## src/rtl/hilo_pkg.sv

```systemverilog
// hilo_pkg: shared width, FSM states and SPECIAL func codes for the HI/LO divide unit.
package hilo_pkg;

    localparam int DEF_WIDTH = 32;

    typedef enum logic [1:0] {
        IDLE,
        RUN,
        FIX
    } state_e;

    localparam logic [5:0] DIV  = 6'b011010;
    localparam logic [5:0] DIVU = 6'b011011;
    localparam logic [5:0] MFHI = 6'b010000;
    localparam logic [5:0] MFLO = 6'b010010;
    localparam logic [5:0] MTHI = 6'b010001;
    localparam logic [5:0] MTLO = 6'b010011;

endpackage

```

## src/rtl/div_restoring_step.sv

```systemverilog
// div_restoring_step: one radix-2 restoring division step (shift in a dividend bit, trial subtract).
module div_restoring_step #(
    parameter int WIDTH = 32
) (
    input  logic [WIDTH:0]   rem_i,
    input  logic [WIDTH-1:0] divisor_i,
    input  logic             bit_i,
    output logic [WIDTH:0]   rem_o,
    output logic             q_o
);

    logic [WIDTH+1:0] shifted;
    logic [WIDTH:0]   diff;

    assign shifted = {rem_i, bit_i};
    assign diff    = shifted[WIDTH:0] - {1'b0, divisor_i};
    assign q_o     = shifted >= {2'b00, divisor_i};
    assign rem_o   = q_o ? diff : shifted[WIDTH:0];

endmodule

```

## src/rtl/hilo_divider.sv

```systemverilog
// hilo_divider: multi-cycle restoring DIV/DIVU unit owning the HI/LO registers (MTHI/MTLO while idle).
// Define DIV_ZERO_FAST_EN to retire zero-divisor requests two edges after accept.
module hilo_divider
    import hilo_pkg::*;
#(
    parameter int WIDTH = DEF_WIDTH
) (
    input  logic             clock,
    input  logic             reset,
    input  logic             req_valid,
    input  logic             req_signed,
    input  logic [WIDTH-1:0] dividend,
    input  logic [WIDTH-1:0] divisor,
    output logic             req_ready,
    output logic             busy,
    output logic             done,
    output logic             div_zero,
    input  logic             hi_we,
    input  logic             lo_we,
    input  logic [WIDTH-1:0] wr_data,
    output logic [WIDTH-1:0] hi,
    output logic [WIDTH-1:0] lo
);

    localparam int CW = $clog2(WIDTH);

    state_e           state_q, state_d;
    logic [CW-1:0]    cnt_q, cnt_d;
    logic [WIDTH:0]   rem_q, rem_d, rem_step;
    logic [WIDTH-1:0] quo_q, quo_d, dvs_q, dvs_d, hi_q, hi_d, lo_q, lo_d;
    logic             qsign_q, qsign_d, rsign_q, rsign_d, zero_q, zero_d;
    logic             done_q, done_d, dz_q, dz_d;
    logic             q_bit, a_neg, b_neg, zero_req;
    logic [WIDTH-1:0] a_mag, b_mag;

    div_restoring_step #(.WIDTH(WIDTH)) u_step (
        .rem_i     (rem_q),
        .divisor_i (dvs_q),
        .bit_i     (quo_q[WIDTH-1]),
        .rem_o     (rem_step),
        .q_o       (q_bit)
    );

    assign a_neg    = req_signed & dividend[WIDTH-1];
    assign b_neg    = req_signed & divisor[WIDTH-1];
    assign a_mag    = a_neg ? -dividend : dividend;
    assign b_mag    = b_neg ? -divisor : divisor;
    assign zero_req = divisor == '0;

    assign req_ready = state_q == IDLE;
    assign busy      = state_q != IDLE;
    assign done      = done_q;
    assign div_zero  = dz_q;
    assign hi        = hi_q;
    assign lo        = lo_q;

    always_comb begin
        state_d = state_q;
        cnt_d   = cnt_q;
        rem_d   = rem_q;
        quo_d   = quo_q;
        dvs_d   = dvs_q;
        qsign_d = qsign_q;
        rsign_d = rsign_q;
        zero_d  = zero_q;
        hi_d    = hi_q;
        lo_d    = lo_q;
        dz_d    = dz_q;
        done_d  = 1'b0;
        case (state_q)
            IDLE: begin
                if (hi_we) hi_d = wr_data;
                if (lo_we) lo_d = wr_data;
                if (req_valid) begin
                    state_d = RUN;
                    cnt_d   = '0;
                    rem_d   = '0;
                    quo_d   = a_mag;
                    dvs_d   = b_mag;
                    qsign_d = a_neg ^ b_neg;
                    rsign_d = a_neg;
                    zero_d  = zero_req;
`ifdef DIV_ZERO_FAST_EN
                    // Preload |a| as the remainder and jump to the final RUN cycle.
                    if (zero_req) begin
                        cnt_d = CW'(WIDTH - 1);
                        rem_d = {1'b0, a_mag};
                    end
`endif
                end
            end
            RUN: begin
                rem_d = rem_step;
                quo_d = {quo_q[WIDTH-2:0], q_bit};
                cnt_d = cnt_q + 1'b1;
`ifdef DIV_ZERO_FAST_EN
                if (zero_q) begin
                    rem_d = rem_q;
                    quo_d = quo_q;
                end
`endif
                if (cnt_q == CW'(WIDTH - 1)) state_d = FIX;
            end
            FIX: begin
                // A zero divisor leaves |a| in the remainder, so the sign fix restores the raw dividend.
                lo_d    = zero_q ? '1 : (qsign_q ? -quo_q : quo_q);
                hi_d    = rsign_q ? -rem_q[WIDTH-1:0] : rem_q[WIDTH-1:0];
                dz_d    = zero_q;
                done_d  = 1'b1;
                state_d = IDLE;
            end
            default: state_d = IDLE;
        endcase
    end

    always_ff @(posedge clock) begin
        if (reset) begin
            state_q <= IDLE;
            cnt_q   <= '0;
            rem_q   <= '0;
            quo_q   <= '0;
            dvs_q   <= '0;
            qsign_q <= 1'b0;
            rsign_q <= 1'b0;
            zero_q  <= 1'b0;
            hi_q    <= '0;
            lo_q    <= '0;
            dz_q    <= 1'b0;
            done_q  <= 1'b0;
        end else begin
            state_q <= state_d;
            cnt_q   <= cnt_d;
            rem_q   <= rem_d;
            quo_q   <= quo_d;
            dvs_q   <= dvs_d;
            qsign_q <= qsign_d;
            rsign_q <= rsign_d;
            zero_q  <= zero_d;
            hi_q    <= hi_d;
            lo_q    <= lo_d;
            dz_q    <= dz_d;
            done_q  <= done_d;
        end
    end

endmodule
```

## config.mk

```make
export PLATFORM = sky130hd
export DESIGN_NAME = hilo_divider
export DESIGN_NICKNAME = d
export VERILOG_FILES = /design/src/rtl/hilo_pkg.sv /design/src/rtl/div_restoring_step.sv /design/src/rtl/hilo_divider.sv
export SDC_FILE = /design/constraint.sdc
export NUM_CORES = 1
export LEC_CHECK = 0
export ABC_AREA = 1
export CORE_MARGIN = 1
export CORE_UTILIZATION = 25
export CTS_BUF_LIST = sky130_fd_sc_hd__clkbuf_16
export CTS_CLUSTER_SIZE = 16
export DETAILED_ROUTE_END_ITERATION = 7
export GPL_TIMING_DRIVEN = 0
export PLACE_DENSITY = 0.54
export SETUP_SLACK_MARGIN = 0.5
export SLEW_MARGIN = 20
export SYNTH_ARGS = -nofsm -noshare
export SYNTH_HDL_FRONTEND = slang
export SYNTH_SLANG_ARGS = --single-unit
```

## constraint.sdc

```tcl
create_clock -name clock -period 1.9 [get_ports clock]
set_input_delay 0.38 -clock clock [delete_from_list [all_inputs] [get_ports clock]]
set_output_delay 0.38 -clock clock [all_outputs]
set_load 0.005 [all_outputs]
```

==> parameters.txt <==
Parameter                              Value

Logic synthesis
  Ranking of synthesized cells by instance count ... sky130_fd_sc_hd__nand2_1 (583), sky130_fd_sc_hd__inv_1 (312), sky130_fd_sc_hd__nand3_1 (214)
  Count of cell types in the netlist ... 48
  Largest family of logic cells by synthesized area ... simple AND/OR/NAND/NOR gates
  Seq cells post-synth ... 173
  Netlist area before placement ... around 13,000 sq um
  Simple-gate portion of the synthesized area ... 0.368
  Portion of the post-synthesis area used by sequential elements ... 0.262
  Fraction of the mapped netlist area in adder cells ... 0.0375
  Fraction of synthesized area in multiplexers ... 0
  Gate Count Post-Synth ... roughly 2,200
  Number of enable flip-flop cells after synthesis ... 0
  Cell with the most instances after synthesis ... sky130_fd_sc_hd__nand2_1
  Syn avg cell area ... between 5 and 6 sq um
  Area leader, netlist ... sky130_fd_sc_hd__dfxtp_1
  Net count of the mapped netlist ... between 2,000 and 2,500
  Fraction of registers with async set or reset after synthesis ... 0
  Xor and xnor area share after synthesis ... 0.0344
  Flip-flop cell with the highest count after synthesis ... sky130_fd_sc_hd__dfxtp_1
  Ranking of synthesized cells by area ... sky130_fd_sc_hd__dfxtp_1 (26%), sky130_fd_sc_hd__nand2_1 (17%), sky130_fd_sc_hd__inv_1 (8.9%)
  Share of the synthesized area in the top cell type ... 0.262
  Compound-Gate Fraction of Synth Area ... 0.179
  Yosys synthesis warning count ... 0

Floorplanning
  Die width ... between 200 and 250 microns
  Die area ... roughly 54,000 sq um
  Vertical die dimension ... 232 microns
  Initial core utilization ... 0.255
  Core Area ... ~52,000 sq um
  Site Rows ... 83
  Count of pins on the block boundary ... 170

Global route
  Initial antenna violation count ... 1
  First-pass GRT wire length ... 89.9 mm
  Maximum number of pins on one net before global-route repair ... 20
  Total global routing track utilization ... 0.218
  Residual overflow from global routing ... 0
  Via count of the first global-routing pass ... around 16,000

Drt
  DRT antenna net count ... 0
  Via count ... between 15,000 and 20,000
  Post-DR wirelength/cell ... between 15 and 20 microns
  DRT iter0 DRCs ... about 1,200
  DRC viols ... 0
  Router iterations before antenna repair ... 6
  Detailed-route wire length ... approximately 64 mm
  Number of vias per cell after detailed routing ... ~5.0

Clocking
  Number of clock buffers inserted by TritonCTS ... 17
  Later-pin clock latency in the skew report ... roughly 0.46 ns
  CTS Root Buffer Type ... sky130_fd_sc_hd__clkbuf_16
  CTS tree ... built
  Count of H-tree levels built during CTS ... 4
  Clock transition at path regs ... approximately 0.080 ns
  Number of buffers between clock root and the deepest sink ... 2
  Clock net sink count ... about 170

Placed design
  Placed cell areas ... between 15,000 and 20,000 sq um
  Final HPWL from detailed placement ... roughly 48 mm
  Setup slack after placement ... -0.756 ns
  Final estimated routing congestion in global placement ... 0.933
  Number of instances in the placed design ... just over 3,000
  Count of buffers inserted at the top-level ports ... 169

Power
  Power per Cell Area ... between 1500 and 2000 nW/um^2
  Standby leakage power ... between 10 and 15 nW
  Maximum vdd ir drop ... 0.00101 V

Setup path
  Kind of critical path ... reg2reg
  Startpoint class of the critical path ... register
  Worst setup path start ... quo_q[31]$_SDFFE_PP0P_
  Critical path endpoint category ... register
  CP max FO ... 5
  Worst Reg2Reg Path Length in Cells ... 15
  Worst reg2reg setup slack ... -0.36 ns
  Reg-to-reg critical path startpoint ... quo_q[31]$_SDFFE_PP0P_
  Worst R2R End ... rem_q[19]$_SDFFE_PP0P_
  Worst path required time ... between 2 and 2.5 ns
  Arrival time of the worst setup path ... between 2 and 3 ns
  Critical Path End ... rem_q[19]$_SDFFE_PP0P_

STA
  Worst Setup Slack, final ... -0.365 ns
  Finish-stage setup viols ... 46
  Final-layout worst hold slack ... ~0.24 ns
  Aggregate negative setup slack ... -11.70 ns
  Min Tclk post-route ... about 2.3 ns
  Clock Skews ... roughly 0.023 ns
  Highest achievable clock rate ... 442 MHz
  RSZ-0062 raised after global routing ... yes
  Max_slew headroom ... 0.573
  Total count of hold-check failures in the final report ... 0
  Pin slew with the least headroom to its limit ... about 0.64 ns
  Final slew viol count ... 0
  Tcrit/Tclk final ... 1.19

Layout
  Final design area excluding fillers ... about 22,000 sq um
  Area overhead of the layout relative to synthesis ... 67.6%
  Net count reported at finish ... ~2,800
  Share of cells above drive strength 1 ... 0.395
  Fillers ... 5,208
  Layout Cells excl Fill ... 3,309

Run status
  Result of the run ... finished, violations left
  Violated checks ... setup timing

Min path
  Type of the most critical hold path ... in2reg

Job
  Maximum Capacitance Violations ... 0
-- critical path: stages, from the launching register on --
cell	delay [ns]
sky130_fd_sc_hd__dfxtp_4	0.39
sky130_fd_sc_hd__inv_4	0.09
sky130_fd_sc_hd__ha_4	0.13
sky130_fd_sc_hd__inv_4	0.04
sky130_fd_sc_hd__fa_2	0.39
sky130_fd_sc_hd__nand3_2	0.10
sky130_fd_sc_hd__nand3_4	0.10
sky130_fd_sc_hd__nand2_2	0.09
sky130_fd_sc_hd__nand2_2	0.08
sky130_fd_sc_hd__nand3_4	0.13
sky130_fd_sc_hd__nand2_8	0.09
sky130_fd_sc_hd__buf_6	0.14
sky130_fd_sc_hd__clkbuf_16	0.15
sky130_fd_sc_hd__nand2_2	0.06
sky130_fd_sc_hd__nand3_2	0.05
sky130_fd_sc_hd__a21oi_1	0.13
-- cells by family (layout without fill, tap and decap cells) --
| kind of cell | count (synthesis) | count (layout) |
|---|---|---|
| simple gates | 1130 | 1130 |
| fa+ha+maj | 39 | 39 |
| xor+xnor | 52 | 52 |
| other cells | 0 | 1 |
| compound gates | 437 | 437 |
| buf+inv | 408 | 797 |
| flops | 173 | 173 |
-- where the power goes --
group	switching (mW)	internal (mW)	total (mW)
logic	14.9	11.6	26.5
clock network	1.86	1.78	3.63
registers	1.09	4.27	5.36
-- area by class of cell --
| cell class | instances | area [sq um] | share of cell area |
|---|---|---|---|
| well taps | 680 | 851 | 0.0384 |
| diodes | 1 | 2.50 | 0.000113 |
| plain buffers | 88 | 846 | 0.0382 |
| clock buffers | 17 | 425 | 0.0192 |
| inverters | 320 | 1340 | 0.0602 |
| flip-flops and latches | 173 | 3630 | 0.164 |
| repair buffers | 357 | 3710 | 0.168 |
| clock inverters | 15 | 165 | 0.00745 |
| multi-input cells | 1658 | 11200 | 0.505 |
-- stage by stage --
stage           util  power [mW]
3_5_place_dp   0.315        22.1
3_3_place_gp   0.315        22.0
6_report       0.428        35.5
5_1_grt        0.428        37.8
2_1_floorplan      -        17.2
4_1_cts        0.372        30.3
-- placed cells by master, fill, tap and decap left out, types with 19 or more instances in the layout --
| cell type | count |
|---|---|
| sky130_fd_sc_hd__clkbuf_2 | 26 |
| sky130_fd_sc_hd__inv_4 | 23 |
| sky130_fd_sc_hd__o21ai_0 | 89 |
| sky130_fd_sc_hd__xnor2_1 | 19 |
| sky130_fd_sc_hd__ha_4 | 36 |
| sky130_fd_sc_hd__a21oi_1 | 115 |
| sky130_fd_sc_hd__nand4_1 | 38 |
| sky130_fd_sc_hd__nand2_2 | 101 |
| sky130_fd_sc_hd__nor2_2 | 37 |
| sky130_fd_sc_hd__nand3b_1 | 19 |
| sky130_fd_sc_hd__o21ai_2 | 34 |
| sky130_fd_sc_hd__nand3_2 | 74 |
| sky130_fd_sc_hd__nor2_4 | 50 |
| sky130_fd_sc_hd__o21ai_1 | 30 |
| sky130_fd_sc_hd__clkdlybuf4s50_1 | 49 |
| sky130_fd_sc_hd__nand3_1 | 119 |
| sky130_fd_sc_hd__nand2_1 | 442 |
| sky130_fd_sc_hd__a31oi_1 | 45 |
| sky130_fd_sc_hd__nor2_1 | 129 |
| sky130_fd_sc_hd__xor2_1 | 24 |
| sky130_fd_sc_hd__dlygate4sd2_1 | 26 |
| sky130_fd_sc_hd__buf_4 | 128 |
| sky130_fd_sc_hd__dlymetal6s2s_1 | 65 |
| sky130_fd_sc_hd__clkbuf_16 | 36 |
| sky130_fd_sc_hd__nand2_4 | 42 |
| sky130_fd_sc_hd__dfxtp_2 | 74 |
| sky130_fd_sc_hd__a21oi_2 | 73 |
| sky130_fd_sc_hd__inv_1 | 243 |
| sky130_fd_sc_hd__buf_6 | 46 |
| sky130_fd_sc_hd__dfxtp_4 | 20 |
| sky130_fd_sc_hd__buf_2 | 21 |
| sky130_fd_sc_hd__inv_2 | 44 |
| sky130_fd_sc_hd__dfxtp_1 | 79 |
| sky130_fd_sc_hd__buf_8 | 19 |
| sky130_fd_sc_hd__nand3_4 | 23 |
-- flip-flops by register name (all words and copies together) (netlist names) --
| signal | flops |
|---|---|
| rem_q | 33 |
| state_q | 2 |
| done | 1 |
| lo | 32 |
| quo_q | 32 |
| rsign_q | 1 |
| cnt_q | 5 |
| zero_q | 1 |
| qsign_q | 1 |
| hi | 32 |
| dvs_q | 32 |
| div_zero | 1 |
-- worst min-delay path by stage --
| stage | cells past startpoint | start | end | slack, ns |
|---|---|---|---|---|
| after detailed placement | 2 | cnt_q[3]$_SDFFE_PP0P_ | cnt_q[3]$_SDFFE_PP0P_ | 0.46 |
| after CTS | 3 | divisor[0] | dvs_q[0]$_SDFFE_PP0P_ | 0.21 |
| after global placement | 2 | cnt_q[3]$_SDFFE_PP0P_ | cnt_q[3]$_SDFFE_PP0P_ | 0.45 |
| final | 3 | divisor[0] | dvs_q[0]$_SDFFE_PP0P_ | 0.24 |
| after global routing | 3 | divisor[0] | dvs_q[0]$_SDFFE_PP0P_ | 0.26 |
| after floorplan | 2 | cnt_q[3]$_SDFFE_PP0P_ | cnt_q[3]$_SDFFE_PP0P_ | 0.44 |
-- what timing repair did --
item	in CTS	in global routing
setup endpoints to repair	241	238
setup buffers	103	66
pin swaps	150	210
cloned	3	16
resized for setup	608	632
hold buffers	0	0
-- routing by layer --
| layer | global-route usage | vias to the layer above | routed length, microns |
|---|---|---|---|
| met5 | 0 | - | 13 |
| met4 | 0.0648 | 2 | 1900 |
| met3 | 0.0305 | 105 | 3750 |
| met2 | 0.362 | 560 | 30500 |
| met1 | 0.291 | 7943 | 27700 |
| li1 | - | 8090 | - |
No activity file was read; power rests on OpenSTA's default activity.
==> edit 1 (same settings) <==
Build with the macro `DIV_ZERO_FAST_EN` defined.
--- a/src/rtl/hilo_divider.sv
+++ b/src/rtl/hilo_divider.sv
@@ -2,2 +2,4 @@
 // Define DIV_ZERO_FAST_EN to retire zero-divisor requests two edges after accept.
+`define DIV_ZERO_FAST_EN
+
 module hilo_divider
Formal check against the unedited RTL: not equivalent (Yosys sat finds a counterexample within 4 cycles, from zero or initial values and one cycle with reset high).
==> edit 1 against the original RTL <==
The run still ends with negative setup slack left; synthesized area rose by 2.3%; first-iteration DRC count rose by 1.7%; utilization fell by 1.6 points; worst setup slack improved by 0.061 ns; cell area fell by 1.7%; sequential cell count did not move; routed wire length rose by 4.4%; critical endpoint is now rem_q[0].
Power is not compared: it rests on default switching activity, and its combinational part moved more than twofold at a synthesized area within 25%.
==> edit 1: results (changes against the original RTL) <==
Outcome - finished, violations left
Failing checks - negative setup slack
Distinct cells, synth - 58 (+21%)
Cells after DPL - 3102 (+0.45%)
DP Wirelength - 51800 um (+8.2%)
Seq/total area - 16.8% (+0.39 points)
RR Endpoint - rem_q[0]
Global-route wire length before repair - 97600 um (+8.6%)
Setup_tns - -8.25 ns (+3.45 ns)
Slowest stage cell on the critical path - fa_2
Post-synthesis compound-gate area fraction - 22.1% (+4.1 points)
Ant diodes - 0 (-1)
Main area contributors after synthesis - dfxtp_1 (26%), nand2_1 (14%), a21oi_1 (8.0%)
Vias in the first global route - 16042 (+3.2%)
WL final - 66600 um (+4.4%)
Crit-path max FO - 7 (+2)
Gpl congestion - 0.969 (+3.8%)
Non-CTS inverters - 293 (-8.4%)
Hold path depth - 4 (+1)
Multi-In Gates - 1690 (+1.9%)
Critical path arrival - 2.56 ns (-0.07 ns)
Post-CTS setup buffers - 134 (+30%)
Vias - 16876 (+1.1%)
Synthesized Nets - 2386 (+0.25%)
Share of layout cells above drive strength 1 - 35.2% (-4.3 points)
Register area share after synthesis - 25.6% (-0.59 points)
Buffer share of cell area - 20.2% (-0.37 points)
Largest net degree at the start of global routing - 19 (-5.0%)
Post-Synth Adder-Cell Area - 3.66% (-0.085 points)
# setup viols final - 34 (-26%)
Met3 global-route usage - 3.10% (+0.056 points)
Avg WL per Cell - 20.1 um (+4.2%)
Repair and plain buffers - 440 (-1.1%)
Final Skew - 0.0171 ns (-0.00558 ns)
Number of fill cells - 5519 (+6.0%)
Synth top cells by count - nand2_1 (494), inv_1 (279), nor2_1 (279)
Final WS setup - -0.304 ns (+0.0606 ns)
Fraction of area in multi-input gates - 50.9% (+0.41 points)
Met1 Resource Use GR - 31.1% (+2.0 points)
DR WL met2 - 29900 um (-1.8%)
Syn_area_per_cell - 6.03 sq um (+2.0%)
Total track usage - 23.3% (+1.5 points)
ClkCell Share - 2.69% (+0.028 points)
Synth Area in XOR/XNOR - 3.37% (-0.078 points)
Global Route met2 Usage - 37.6% (+1.4 points)
DRT met1 WL - 29400 um (+6.3%)
Worst slew margin - 48.8% (-8.5 points)
[edit 1: how the worst max path moves through the flow]
stage,end,start,slack (ns)
final,rem_q[0],quo_q[31],-0.30
after global routing,rem_q[0],dvs_q[5],-0.39
after CTS,rem_q[11],quo_q[31],-0.33
after detailed placement,rem_q[30],divisor[1],-1.16
after global placement,rem_q[14],req_signed,-1.20
after floorplan,rem_q[8],quo_q[31],-0.08
[edit 1: worst register-to-register path: cells and delay by family, from the launching register on]
kind                       cells  cell delay [ns]
AOI/OAI and AO/OA              2             0.24
DFF                            1             0.37
and+or+nand+nor                6             0.53
adders and majority gates      2             0.52
buffers and inverters          3             0.41
[edit 1: per-stage QoR]
stage               setup slack (ns)  utilization (%)  instance area (sq um)
floorplan                    -0.0770                -                  14500
global placement               -1.20             32.3                  17100
detailed placement             -1.16             32.3                  17100
CTS                           -0.327             38.5                  20400
global route                  -0.389             41.1                  21800
finish                        -0.304             41.1                  21800
==> edit 2 (same settings) <==
Without the edit above. Take the reset off `hi_q` and `lo_q` and load them in a clocked block of their own.
--- a/src/rtl/hilo_divider.sv
+++ b/src/rtl/hilo_divider.sv
@@ -125,4 +125,2 @@
             zero_q  <= 1'b0;
-            hi_q    <= '0;
-            lo_q    <= '0;
             dz_q    <= 1'b0;
@@ -138,4 +136,2 @@
             zero_q  <= zero_d;
-            hi_q    <= hi_d;
-            lo_q    <= lo_d;
             dz_q    <= dz_d;
@@ -145,2 +141,7 @@
 
+    always_ff @(posedge clock) begin
+        hi_q <= hi_d;
+        lo_q <= lo_d;
+    end
+
 endmodule
Function: changed (a bounded check fails within 4 cycles, from zero or initial values and one cycle with reset high).
==> edit 2 against the original RTL <==
The flow finishes with violations (design-rule violations, negative setup slack); clock power increased by 5.8%; count of clock-buffer cells in the layout unchanged; clock skew fell by 0.0028 ns; largest power group unchanged; sequential cell count stayed put; routed wire length is 2.0% lower; cell area increased by 3.1%; synthesized cell count fell by 8.7%; utilization rose by 0.56 points; synthesized area grew 1.2%; worst setup slack worse by 0.0019 ns; hold slack better by 0.047 ns; total power decreased by 1.9%.
==> edit 2: results (changes against the original RTL) <==
Critical path arrival - 2.65 ns (+0.02 ns)
Number of fill cells - 5144 (-1.2%)
Setup_tns - -9.93 ns (+1.77 ns)
Metal3 WL - 4380 um (+17%)
Post-Synth Adder-Cell Area - 3.70% (-0.044 points)
Finished Layout Cells - 3181 (-3.9%)
First-pass DRT Iterations - 7 (+1)
Pre-CTS setup slack - -0.747 ns (+0.00919 ns)
Share of layout cells above drive strength 1 - 46.7% (+7.2 points)
WHS - 0.288 ns (+0.0473 ns)
EDFF count, synth - 64 (+64)
WL final - 62500 um (-2.0%)
Ant diodes - 0 (-1)
Final WS setup - -0.367 ns (-0.00191 ns)
DR WL met2 - 28600 um (-6.2%)
Distinct cells, synth - 50 (+4.2%)
DP Wirelength - 44800 um (-6.6%)
Main area contributors after synthesis - dfxtp_1 (16%), nand2_1 (16%), edfxtp_1 (14%)
Gpl congestion - 0.936 (+0.36%)
Reg-to-reg slack, setup - -0.37 ns
Final Skew - 0.0199 ns (-0.00277 ns)
Met1 Resource Use GR - 28.0% (-1.1 points)
DRT met1 WL - 26600 um (-3.7%)
Failing checks - design-rule violations, negative setup slack
Reg2Reg Depth - 15 (unchanged)
Syn_area_per_cell - 6.55 sq um (+11%)
Clock power frac - 11.1% (+0.9 points)
Vias in the first global route - 15060 (-3.1%)
Worst slew margin - 33.7% (-24 points)
Hold path depth - 3 (unchanged)
# setup viols final - 50 (+8.7%)
Yosys top cell by area - dfxtp_1
Switching power total - 16.6 mW (-7.2%)
Register area share after synthesis - 30.7% (+4.5 points)
Initial antenna violation count - 0 (-1)
# port buffers - 168 (-0.59%)
HP Class - in -> reg
Final nets - 2621 (-4.9%)
Largest net degree at the start of global routing - 33 (+65%)
Clock transition at the registers of the reported paths - 0.08 ns (about the same)
Synth top cells by count - nand2_1 (575), inv_1 (282), nand3_1 (183)
Max IR drop VDD - 1400 uV (+38%)
Synthesized Nets - 2185 (-8.2%)
DR top layer - met4
Synth Area in XOR/XNOR - 3.60% (+0.16 points)
Endpoint, Worst Hold - dvs_q[1]
Cells after DPL - 2900 (-6.1%)
PnR Total Power - 34.8 mW (-1.9%)
Slowest stage cell on the critical path - fa_2
Total track usage - 21.3% (-0.51 points)
Global-route wire length before repair - 87600 um (-2.6%)
Initial DRC Count - 1386 (+14%)
Hold Startpoint - divisor[1]
Post-synthesis compound-gate area fraction - 14.0% (-4.0 points)
DR vias/cell - 5.05 (about the same)
Outcome - finished, violations left
Dpl cell area - 0.0168 sq mm (+2.9%)
Drt drc - 44 (+44)
Met3 global-route usage - 3.08% (+0.031 points)
Leakage - 10.0 nW (-3.4%)
[edit 2: cell count changes after synthesis, moves of 26 or more]
cell / delta
nand3_1: -31
dfxtp_1: -64
nand3_2: +26
edfxtp_1: +64
inv_1: -30
o21ai_0: -65
a21oi_1: -60
a31oi_1: -33
nor2_1: -56
[edit 2: what timing repair did]
| action | 4_1_cts | 5_1_grt |
|---|---|---|
| pin swaps | 172 | 158 |
| resized for setup | 800 | 447 |
| setup endpoints to repair | 304 | 302 |
| cloned | 17 | 8 |
| setup buffers | 160 | 64 |
| endpoints found under the hold margin | 0 | 0 |
[edit 2: area by class of cell]
type / count / share of cell area (%)
multi-input cells: 1504 / 47.8
flip-flops and latches: 173 / 18.7
repair buffers: 415 / 17.6
inverters: 294 / 5.48
plain buffers: 75 / 3.85
well taps: 688 / 3.77
clock buffers: 17 / 1.86
clock inverters: 15 / 0.876
